==> src/rtl/pc_sequencer.sv <==
// Program-counter sequencer: owns the fetch PC, resolves exception/eret/branch
// redirects by priority, and parks a branch target while decode is stalled.
module pc_sequencer #(
    parameter logic [31:0] RESET_PC = 32'h0000_3000,
    parameter logic [31:0] EXC_PC   = 32'h0000_4180,
    parameter logic [31:0] IM_BASE  = 32'h0000_3000,
    parameter logic [31:0] IM_LIMIT = 32'h0000_6FFC
) (
    input  logic        Clk,
    input  logic        Reset,
    input  logic        Stall,
    input  logic        BrTaken,
    input  logic [31:0] BrTarget,
    input  logic        ExcReq,
    input  logic        EretReq,
    input  logic [31:0] Epc,
    output logic [31:0] PC,
    output logic        Flush,
    output logic        Pending,
    output logic        FetchExc
);

    typedef enum logic {
        RUN  = 1'b0,
        HOLD = 1'b1
    } state_t;

    state_t      state, state_next;
    logic [31:0] pc_q, pc_next;
    logic [31:0] pend_q, pend_next;
    logic        flush_q, flush_next;

    always_comb begin
        // NOTE: every output of this block gets a default first, so no path leaves it unassigned and no latch is inferred.
        state_next = state;
        pc_next    = pc_q;
        pend_next  = pend_q;
        flush_next = 1'b0;

        if (ExcReq) begin
            pc_next    = EXC_PC;
            state_next = RUN;
            flush_next = 1'b1;
        end else if (EretReq) begin
            pc_next    = Epc;
            state_next = RUN;
            flush_next = 1'b1;
        end else begin
            unique case (state)
                RUN: begin
                    if (BrTaken) begin
                        if (Stall) begin
                            pend_next  = BrTarget;
                            state_next = HOLD;
                        end else begin
                            pc_next = BrTarget;
                        end
                    end else if (!Stall) begin
                        pc_next = pc_q + 32'd4;
                    end
                end
                HOLD: begin
                    // First branch wins: any BrTaken seen while parked is dropped.
                    if (!Stall) begin
                        pc_next    = pend_q;
                        state_next = RUN;
                    end
                end
                default: state_next = RUN;
            endcase
        end
    end

    always_ff @(posedge Clk) begin
        // NOTE: state registers use non-blocking assignment so every flop samples pre-edge values.
        if (!Reset) begin
            state   <= RUN;
            pc_q    <= RESET_PC;
            pend_q  <= '0;
            flush_q <= 1'b0;
        end else begin
            state   <= state_next;
            pc_q    <= pc_next;
            pend_q  <= pend_next;
            flush_q <= flush_next;
        end
    end

    assign PC       = pc_q;
    assign Flush    = flush_q;
    assign Pending  = (state == HOLD);
    assign FetchExc = (pc_q[1:0] != 2'b00) || (pc_q < IM_BASE) || (pc_q > IM_LIMIT);

endmodule

==> config.mk <==
export PLATFORM = sky130hd
export DESIGN_NAME = pc_sequencer
export DESIGN_NICKNAME = d
export VERILOG_FILES = /design/src/rtl/pc_sequencer.sv
export SDC_FILE = /design/constraint.sdc
export NUM_CORES = 1
export LEC_CHECK = 0
export CAP_MARGIN = 20
export CORE_MARGIN = 3
export CORE_UTILIZATION = 45
export DETAILED_ROUTE_END_ITERATION = 6
export PLACE_DENSITY = 0.85
export RECOVER_POWER = 50
export SYNTH_ARGS = -nofsm -noshare
export SYNTH_HDL_FRONTEND = slang
export SYNTH_SLANG_ARGS = --single-unit
==> constraint.sdc <==
create_clock -name Clk -period 2.05 [get_ports Clk]
set_input_delay 0.41 -clock Clk [delete_from_list [all_inputs] [get_ports Clk]]
set_output_delay 0.41 -clock Clk [all_outputs]
set_load 0.01 [all_outputs]
# Word-level counts from Yosys, hierarchy flattened
# Cells that the tools add are included.
# word_totals
output_inout_bits,35
input_bits,70
elab_cells,36
ff_bits,66
# classes
bitwise_logic,4
n_eq_ne,4
order_cmp,2
n_reduce_logical,8
n_mux,12
addsub,1
# op_table
cell,n
$mux 32,5
$pmux 32 s2,1
$add 32x3->32 const B,1
$gt 32x15->1 const B,1
$lt 32x14->1 const B,1
$mux 15,1
$ne 4x4->1 const B,2
$ne 3x3->1 const B,2
$reduce_and 5->1,1
$mux 1,4
$not 1->1,4
$reduce_and 2->1,2
$reduce_or 3->1,1
$logic_or 1x1->1,2
$pmux 1 s2,1
$reduce_bool 2->1,1
$reduce_or 2->1,1

# Depth between registers and ports, before layout
# Gate-level depths: netlist of the first run.
# logic_depth
depth_word,6
ltp_mapped,7
mapped_depth_nobuf,6

# Worst setup path before layout of the first run
# Ideal clock, no wire load.
# synth_timing
path_kind,reg2reg
startpoint,register pc_q[2] (netlist: PC[2])
endpoint,register pc_q[28] (netlist: PC[28])
setup_slack_ps,-6
setup_ps,127
path_stages_with_launch,8
arrival_time_ps,1930
period_less_slack_ps,2056
path_buffers,1
t_required_ps,1923
path_cell_list,dfxtp_1 ha_1 nand4_2 or4_1 buf_2 o31a_1 nor3_1 o22ai_1
# synth_via
elab_chain_len,5
# synth_lines
element,line_no,rtl
from (decl),29,"logic [31:0] pc_q, pc_next;"
from (signal assigned),83,pc_q <= pc_next;
$add 32x3->32,59,pc_next = pc_q + 32'd4;
$mux 32,58,end else if (!Stall) begin
$mux 32,51,if (BrTaken) begin
$pmux 32 s2,49,unique case (state)
$mux 32,44,end else if (EretReq) begin
# No other way between the ends. The select of a mux whose other input is x is not followed.
# A chain may end at the register's enable or synchronous reset.

# Worst setup path after layout of the first run
# layout_timing
startpoint,input BrTaken
endpoint,register pc_q[4] (netlist: PC[4])
# layout_via
elab_chain_len,3
# layout_lines
element,line_no,rtl
from (decl),12,"input logic BrTaken,"
$mux 32,51,
$pmux 32 s2,49,
$mux 32,44,
# No other way between the ends.

==> results of run 1 <==
per-layer routing:
| metal | share of wire [%] | track usage (%) |
|---|---|---|
| met3 | 10 | 5.647 |
| met5 | 0 | 0 |
| met4 | 2.3 | 9.918 |
| met1 | 41 | 40.53 |
| met2 | 46 | 45.72 |
kinds of logic (layout without fill, tap and decap cells):
family                   Yosys count  in the layout
AO/OA/AOI/OAI                    194            194
XOR/XNOR                           7              7
adder cells (fa/ha/maj)            1              1
buffers and inverters             54            204
flip-flops                        66             66
multiplexers                       5              5
AND/OR/NAND/NOR                  221            221
final cells by class:
class	instances	share of cell area, %
clock buffer	9	2.138
timing repair buffer	177	27.16
inverter	11	0.7126
sequential	66	22.85
tap	108	2.332
multi-input combinational	428	44.01
clock inverter	7	0.7990
layout by cell type (no fill, tap or decap), types with 7 or more instances in the layout:
master,netlist,final
a211oi_1,7,7
a21boi_0,34,34
a21oi_1,50,50
and3_1,8,8
buf_4,1,64
clkbuf_8,0,9
clkdlybuf4s50_1,0,76
dfxtp_1,66,64
dlygate4sd3_1,0,26
inv_1,10,10
nand2_1,111,111
nand3_1,11,11
nand4_1,10,10
nor2_1,19,19
nor3_1,12,11
nor4_1,11,8
o211ai_1,11,11
o21ai_0,40,40
o221ai_1,7,7
per-stage QoR:
step / setup TNS (ns) / cell area, um2
6_report: 0 / 5794
2_1_floorplan: 0 / 4080
3_3_place_gp: -2.893 / 5618
4_1_cts: -0.03592 / 5792
5_1_grt: 0 / 5794
3_5_place_dp: -4.466 / 5618
how the worst max path moves through the flow:
stage,from,cells after the start,to,slack (ns)
floorplan,PC[3],7,PC[28],0.03
global route,PC[3],8,PC[20],0.01
CTS,PC[31],5,FetchExc,-0.04
global placement,PC[30],6,FetchExc,-0.18
detailed placement,Stall,7,PC[2],-0.18
finish,BrTaken,8,PC[4],0.09
repair_timing:
action,in CTS,in global routing
hold buffers,0,0
endpoints found under the setup margin,1,6
pin swaps,4,1
cloned,0,0
endpoints found under the hold margin,0,0
resized for setup,7,6
state kept, by name, summed over array words and instances (netlist names), named ones only:
signal   flops
Flush        1
PC          30
Pending      1
pend_q      32
worst register-to-register path, delay by kind of cell, from the launching register on:
kind	cells	cell delay, ns
compound gates	3	0.63
buf+inv	2	0.39
flops	1	0.34
simple gates	2	0.25
fa+ha+maj	1	0.22
power by group through the flow:
stage               registers (mW)  logic (mW)  clock network (mW)
finish                        1.39       0.730               0.986
global route                  1.39       0.781                1.04
CTS                           1.38       0.728               0.984
detailed placement            1.41       0.725                   0
global placement              1.41       0.711                   0
floorplan                     1.43       0.291                   0
==> results.sh, run 1 <==
export IMPL_status="completed"
export IMPL_synth_top_cell_area_share_pct=32.39
export IMPL_antenna_found_initial=0
export IMPL_path_cells="clkdlybuf4s50_1 -> buf_4 -> clkbuf_2 -> nor3_1 -> clkbuf_2 -> a32o_1 -> o21ai_0 -> a21oi_1"
export IMPL_synth_compound_area_share_pct=31.10
export IMPL_worstSetupEndpointType="register"
export IMPL_ir_worst_vdd_mv=0.3094
export IMPL_nets=764
export IMPL_async_flop_share_pct=0
export IMPL_drtIter0Drc=457
export IMPL_worst_slack_ns=0.08709
export IMPL_diodes=0
export IMPL_crit_fanout=8
export IMPL_power_density_nw_per_um2=535.3
export IMPL_worst_path_buf_inv=4
export IMPL_stdcell_count=806
export IMPL_p_total_mw=3.101
export IMPL_synth_fa_ha_area_share_pct=0.3067
export IMPL_final_max_slew_viol_count=0
export IMPL_min_path_type="reg2reg"
export IMPL_arrival_ns=2.25
export IMPL_finClkSkew_ns=0.01316
export IMPL_slowest_stage="clkdlybuf4s50_1"
export IMPL_area_growth_pct=42.06
export IMPL_yosys_top_cells_count="111 x nand2_1, 66 x dfxtp_1, 50 x a21oi_1, 40 x o21ai_0, 34 x a21boi_0"
export IMPL_multiInputGateArea_um2=2550
export IMPL_port_buffers=104
export IMPL_worst_slew_pin_transition_ns=0.6989
export IMPL_cts_max_level=3
export IMPL_setup_viol=0
export IMPL_holdPathStages=2
export IMPL_leakage_nw=2.162
export IMPL_pre_cts_ws_ns=-0.1766
export IMPL_yosys_top_cells_area="dfxtp_1 32%, nand2_1 10%, a21boi_0 6.3%"
export IMPL_synthMuxAreaShare_pct=1.258
export IMPL_drt_total_wl_um=14880
export IMPL_worstSetupStartpointType="input pin"
export IMPL_r2r_start="PC[3]"
export IMPL_synth_cell_type_count=66
export IMPL_clk_pin_slew_ns=0.09
export IMPL_die_h_um=101.2
export IMPL_root_buffer="clkbuf_8"
export IMPL_clkPwrFrac_pct=31.8
export IMPL_holdPathEnd="pend_q[13]"
export IMPL_combPwrFrac_pct=23.5
export IMPL_post_route_util_pct=66.12
export IMPL_clock_latency_ns=0.36
export IMPL_maxSlewHeadroom_pct=53.41
export IMPL_finalCritPeriodShare_pct=95.75
export IMPL_synth_largest_area_cell="dfxtp_1"
export IMPL_crit_top_cell="clkbuf_2"
export IMPL_dp_hpwl_um=11250
export IMPL_drt_first_pass_iters=5
export IMPL_cp_top_family="buffers and inverters"
export IMPL_r2r_slack_ns=0.13
export IMPL_synthXorXnorAreaFrac_pct=1.503
export IMPL_vias_per_cell=6.114
export IMPL_core_area_um2=8763
export IMPL_via_count=4928
export IMPL_rsz0062_at_grt="no"
export IMPL_min_from="pend_q[13]"
export IMPL_drv_cap=0
export IMPL_yosysSeqAreaShare_pct=32.39
export IMPL_die_w_um=101.2
export IMPL_fmax_ghz=0.5094
export IMPL_cts_buffers=9
export IMPL_grt_pass1_vias=4544
export IMPL_gp_congestion=1.016
export IMPL_required_ns=2.34
export IMPL_critPathKind="in2reg"
export IMPL_synth_seq_cells=66
export IMPL_fin_crit_ns=1.963
export IMPL_track_usage_pct=29.26
export IMPL_holdWs_ns=0.4656
export IMPL_reg2reg_to="PC[20]"
export IMPL_syn_area_um2=4079
export IMPL_max_stage_delay_ns=0.44
export IMPL_synth_edf_count=0
export IMPL_drive_gt1_share_pct=15.62
export IMPL_syn_avg_cell_area_um2=7.443
export IMPL_reg2reg_depth=8
export IMPL_synth_top_family_by_area="compound AO/OA/AOI/OAI gates"
export IMPL_regArea_um2=1324
export IMPL_post_cts_setup_buffers=0
export IMPL_hold_violations=0
export IMPL_dieArea_um2=10240
export IMPL_grt_pass1_wl_um=23560
export IMPL_yosysMostFrequentCell="nand2_1"
export IMPL_cts_sink_count=66
export IMPL_p_int_mw=2.138
export IMPL_drc=0
export IMPL_cts_tree="built"
export IMPL_grt_overflow_total=0
export IMPL_fillers=720
export IMPL_syn_nets=619
export IMPL_synthFlopType="dfxtp_1"
export IMPL_grt_max_degree=39
export IMPL_initial_core_util_pct=46.54
export IMPL_wl_per_cell_um=18.47
export IMPL_dp_cells=791
export IMPL_yosys_area_share_simple_pct=27.36
export IMPL_ys_warnings_count=0
export IMPL_p_sw_mw=0.9636
export IMPL_synthesis_instances=548
export IMPL_cts_max_path_buffers=2
export IMPL_io_pins=105
export IMPL_switching_share_pct=31.07
export IMPL_pwr_share_seq_pct=44.7
export IMPL_detail_route_antenna_nets=0
export IMPL_row_count=34
No activity file was read; power rests on OpenSTA's default activity.
==> run 2, diff against run 1 <==
--- a/config.mk
+++ b/config.mk
@@ -6,11 +6,10 @@
 export NUM_CORES = 1
 export LEC_CHECK = 0
 export CAP_MARGIN = 20
-export CORE_MARGIN = 3
+export CORE_MARGIN = 4
 export CORE_UTILIZATION = 45
 export DETAILED_ROUTE_END_ITERATION = 6
 export PLACE_DENSITY = 0.85
-export RECOVER_POWER = 50
 export SYNTH_ARGS = -nofsm -noshare
 export SYNTH_HDL_FRONTEND = slang
 export SYNTH_SLANG_ARGS = --single-unit
==> run 2 against run 1 <==
Clock skew hardly changed. Cell count decreased by 0.12%. Total power rose by 7.0%. Register-to-register slack got worse by 0.02 ns. Wire length is 2.2% higher. Via count rose by 0.99%. Combinational power up 1%. Sequential power about the same. Count of clock-buffer cells in the layout rose by 4. Worst hold slack got worse by 0.0026 ns. Critical endpoint is now Pending. Die area rose by 4.0%.
==> results.sh, run 2 (synthesis results as in run 1) <==
export IMPL_core_area_um2=8763
export IMPL_drv_cap=0
export IMPL_die_w_um=103.2
export IMPL_leakage_nw=2.133
export IMPL_clock_latency_ns=0.35
export IMPL_root_buffer="clkbuf_8"
export IMPL_stdcell_count=805
export IMPL_cts_max_level=3
export IMPL_holdPathStages=2
export IMPL_layout_commonest_cell="nand2_1"
export IMPL_io_pins=105
export IMPL_worstSetupStartpointType="register"
export IMPL_worstSetupEndpointType="primary output"
export IMPL_cts_tree="built"
export IMPL_reg2reg_depth=5
export IMPL_area_growth_pct=43.44
export IMPL_power_density_nw_per_um2=567.0
export IMPL_maxSlewHeadroom_pct=55.98
export IMPL_min_path_type="reg2reg"
export IMPL_status="completed"
export IMPL_hold_violations=0
export IMPL_grt_max_degree=39
export IMPL_dieArea_um2=10650
export IMPL_crit_fanout=26
export IMPL_nets=763
export IMPL_track_usage_pct=28.73
export IMPL_pre_cts_ws_ns=-0.2345
export IMPL_via_count=4977
export IMPL_grt_pass1_wl_um=23890
export IMPL_grt_overflow_total=0
export IMPL_clk_pin_slew_ns=0.07
export IMPL_vias_per_cell=6.183
export IMPL_max_stage_delay_ns=0.56
export IMPL_ir_worst_vdd_mv=0.3238
export IMPL_path_cells="buf_8 -> clkdlybuf4s50_1"
export IMPL_dp_cells=790
export IMPL_row_count=34
export IMPL_port_buffers=104
export IMPL_finClkSkew_ns=0.01281
export IMPL_worst_slack_ns=0.08876
export IMPL_cp_top_family="buffers and inverters"
export IMPL_critPathKind="reg2out"
export IMPL_final_cell_mix="111 x nand2_1, 102 x clkdlybuf4s50_1, 71 x buf_4, 63 x dfxtp_1, 50 x a21oi_1"
export IMPL_dp_hpwl_um=11300
export IMPL_fin_crit_ns=1.961
export IMPL_cts_sink_count=66
export IMPL_cts_buffers=9
export IMPL_reg2reg_to="PC[23]"
export IMPL_diodes=0
export IMPL_gp_congestion=0.9911
export IMPL_initial_core_util_pct=46.54
export IMPL_largest_reg_flops=32
export IMPL_slowest_stage="clkdlybuf4s50_1"
export IMPL_die_h_um=103.2
export IMPL_drt_total_wl_um=15210
export IMPL_detail_route_antenna_nets=0
export IMPL_min_from="pend_q[12]"
export IMPL_antenna_found_initial=0
export IMPL_rsz0062_at_grt="yes"
export IMPL_wl_per_cell_um=18.89
export IMPL_arrival_ns=1.55
export IMPL_drtIter0Drc=442
export IMPL_cts_max_path_buffers=2
export IMPL_post_cts_setup_buffers=0
export IMPL_drive_gt1_share_pct=15.64
export IMPL_fmax_ghz=0.5099
export IMPL_worst_path_buf_inv=2
export IMPL_r2r_slack_ns=0.11
export IMPL_grt_pass1_vias=4847
export IMPL_holdPathEnd="pend_q[12]"
export IMPL_setup_viol=0
export IMPL_r2r_start="PC[17]"
export IMPL_drt_first_pass_iters=5
export IMPL_final_max_slew_viol_count=0
export IMPL_tns_ns=0
export IMPL_largest_register="pend_q"
export IMPL_worst_slew_pin_transition_ns=0.6543
export IMPL_finalCritPeriodShare_pct=95.67
export IMPL_required_ns=1.64
export IMPL_drc=0
## run 2: changes by cell type in the layout (fill, tap and decap cells not counted), sizes merged
cell / before / now
clkbuf: 16 / 13
clkinv: 5 / 2
clkdlybuf4s50: 76 / 102
clkinvlp: 3 / 1
bufinv: 0 / 1
dlygate4sd3: 26 / 0
buf: 68 / 74
## run 2: metrics by stage
step	cell area [um2]	util (%)	hold slack [ns]	total power [mW]
finish	5851	66.76	0.4630	3.318
global route	5851	66.76	0.4871	3.450
CTS	5816	66.36	0.4653	3.303
detailed placement	5598	63.88	0.4551	2.131
global placement	5598	63.88	0.4480	2.115
floorplan	4080	-	0.4383	1.721
## run 2: cell type report
type,instances,area [um2]
fillers,710,2913
clock buffers,13,168.9
multi-input cells,428,2555
well taps,108,135.1
inverters,11,41.29
flip-flops and latches,66,1325
clock inverters,3,46.29
repair buffers,176,1579
## run 2: how the worst max path moves through the flow
stage / start / to / depth (start not counted)
floorplan: PC[3] / PC[28] / 7
global placement: PC[30] / FetchExc / 6
detailed placement: PC[30] / FetchExc / 6
CTS: Pending / Pending / 2
global route: PC[31] / FetchExc / 5
finish: Pending / Pending / 2
## run 2: worst register-to-register path: stages, from the launching register on
cell and delay (ns):
dfxtp_1 0.53, and3_1 0.33, nand3_1 0.23, or4_1 0.50, and3_1 0.18, o22ai_1 0.10
## run 2: power breakdown
| part | internal [mW] | total (mW) | switching [mW] |
|---|---|---|---|
| Combinational | 0.386 | 0.738 | 0.351 |
| Clock | 0.665 | 1.19 | 0.526 |
| Sequential | 1.33 | 1.39 | 0.0579 |
## run 2: timing repair
| item | CTS | global route |
|---|---|---|
| endpoints found under the setup margin | 1 | 3 |
| resized for setup | 6 | 8 |
| hold endpoints to repair | 0 | 0 |
| hold buffers | 0 | 0 |
| pin swaps | 1 | 0 |
## run 2: layer usage
metal	part of all wire (%)	vias to the layer above	GRT usage [%]
li1	-	2307	-
met4	5.7	0	18.13
met3	8.6	72	4.427
met1	38	2292	33.91
met5	0	-	0
met2	47	306	48.64
==> run 3, diff against run 2 <==
==> constraint.sdc (replaced) <==
create_clock -name Clk -period 2.05 [get_ports Clk]
set_input_delay 0.615 -clock Clk [delete_from_list [all_inputs] [get_ports Clk]]
set_output_delay 0.615 -clock Clk [all_outputs]
set_load 0.01 [all_outputs]
==> run 3 against run 2 <==
Flip-flop and latch count is the same. The flow now finishes with violations (setup timing). Global-route usage up 0.12 points. Sequential share of layout area decreased by 0.37 points. Largest cell class unchanged. Via count grew 2.8%. Cell area increased by 3.1%.
==> results.sh, run 3 (synthesis results as in run 1) <==
export IMPL_status="complete, but fails checks"
export IMPL_violations="setup timing"
export IMPL_die_h_um=103.2
export IMPL_clk_pin_slew_ns=0.07
export IMPL_leakage_nw=2.367
export IMPL_dpl_cell_area_um2=5718
export IMPL_power_density_nw_per_um2=522.8
export IMPL_grt_overflow_total=0
export IMPL_maxSlewHeadroom_pct=72.43
export IMPL_largest_reg_flops=32
export IMPL_p_total_mw=3.153
export IMPL_gp_congestion=0.9461
export IMPL_worst_slack_ns=-0.1976
export IMPL_worstSetupEndpointType="primary output"
export IMPL_fmax_ghz=0.4449
export IMPL_worst_slew_pin_transition_ns=0.4031
export IMPL_nets=784
export IMPL_drive_gt1_share_pct=20.19
export IMPL_setup_viol=1
export IMPL_cts_max_path_buffers=2
export IMPL_multiInputGateArea_um2=2592
export IMPL_required_ns=1.43
export IMPL_cts_sink_count=66
export IMPL_root_buffer="clkbuf_8"
export IMPL_cts_tree="built"
export IMPL_critPathKind="reg2out"
export IMPL_drt_total_wl_um=15730
export IMPL_layout_commonest_cell="nand2_1"
export IMPL_dp_hpwl_um=11590
export IMPL_grt_pass1_vias=4840
export IMPL_io_pins=105
export IMPL_grt_pass1_wl_um=23870
export IMPL_port_buffers=104
export IMPL_wl_per_cell_um=19.05
export IMPL_via_count=5117
export IMPL_crit_fanout=2
export IMPL_final_cell_mix="111 x nand2_1, 92 x clkdlybuf4s50_1, 90 x buf_4, 50 x dfxtp_1, 50 x a21oi_1"
export IMPL_drc=0
export IMPL_regArea_um2=1344
export IMPL_antenna_found_initial=0
export IMPL_drt_first_pass_iters=5
export IMPL_worstSetupStartpointType="register"
export IMPL_hold_buffers=0
export IMPL_finish_instance_area_um2=6031
export IMPL_diodes=0
export IMPL_track_usage_pct=28.85
export IMPL_vias_per_cell=6.195
export IMPL_detail_route_antenna_nets=0
export IMPL_grt_max_degree=33
export IMPL_min_path_type="reg2reg"
export IMPL_dieArea_um2=10650
export IMPL_fillers=695
export IMPL_rsz0062_at_grt="yes"
export IMPL_die_w_um=103.2
export IMPL_arrival_ns=1.63
export IMPL_cts_buffers=9
export IMPL_final_max_slew_viol_count=0
export IMPL_holdWs_ns=0.4670
export IMPL_clock_latency_ns=0.35
export IMPL_drv_cap=0
export IMPL_finalCritPeriodShare_pct=109.6
export IMPL_ir_worst_vdd_mv=0.3636
export IMPL_initial_core_util_pct=46.54
export IMPL_core_area_um2=8763
export IMPL_finClkSkew_ns=0.01358
export IMPL_largest_register="pend_q"
export IMPL_hold_violations=0
export IMPL_drtIter0Drc=395
export IMPL_fin_crit_ns=2.248
export IMPL_row_count=34
export IMPL_cts_max_level=3
export IMPL_area_growth_pct=47.85
## run 3: cell count changes in the layout (fill, tap and decap cells not counted), sizes merged
cell | previous run | this run
dlygate4sd2 | 0 | 2
dlymetal6s2s | 0 | 8
clkdlybuf4s50 | 102 | 92
clkbuf | 13 | 14
buf | 74 | 94
clkinv | 2 | 4
bufinv | 1 | 0
clkinvlp | 1 | 0
## run 3: power breakdown
part	internal [mW]	total, mW	switching (mW)
Sequential	1.33	1.39	0.0511
Clock	0.468	0.981	0.513
Combinational	0.411	0.787	0.376
Total	2.21	3.15	0.940
## run 3: path summary, 6_finish.rpt
kind         cells past startpoint          to  startpoint  slack [ns]
max                              6    FetchExc      PC[29]       -0.20
min                              2  pend_q[16]  pend_q[16]        0.47
max reg2reg                      6      PC[28]      PC[15]        0.08
min reg2reg                      2  pend_q[16]  pend_q[16]        0.47
## run 3: cell type report
type	instances	share of cell area, %
tap	108	2.241
clock buffer	13	2.469
inverter	11	0.6846
sequential	66	22.28
timing repair buffer	197	29.09
multi-input combinational	428	42.99
clock inverter	3	0.2490
## run 3: critical path: stages, from the launching register on
cell and delay [ns]:
dfxtp_2 0.35, nor4_4 0.31, nand2_1 0.10, nor4_2 0.15, buf_4 0.15, nand4_1 0.07, buf_2 0.16
## run 3: per-stage QoR
stage	setup slack [ns]	TNS (ns)	util, %	std cells
after floorplan	0.03015	0	-	548
after global placement	-0.4035	-11.69	65.25	806
after detailed placement	-0.4719	-15.16	65.25	806
after CTS	-0.2197	-0.2197	67.23	821
after global routing	-0.2709	-0.3373	68.82	826
final	-0.1976	-0.1976	68.82	826
## run 3: repair_timing
| item | in CTS | in global routing |
|---|---|---|
| pin swaps | 2 | 2 |
| resized for setup | 14 | 37 |
| setup buffers | 0 | 4 |
| setup endpoints to repair | 11 | 23 |
| cloned | 0 | 1 |
## run 3: layer usage
metal  GRT usage (%)  vias to the layer above  share of wire, %
met1           35.87                     2349                38
met2           47.76                      360                48
met3           3.823                       68               9.6
met5               0                        -                 0
li1                -                     2340                 -
met4           16.83                        0               5.1
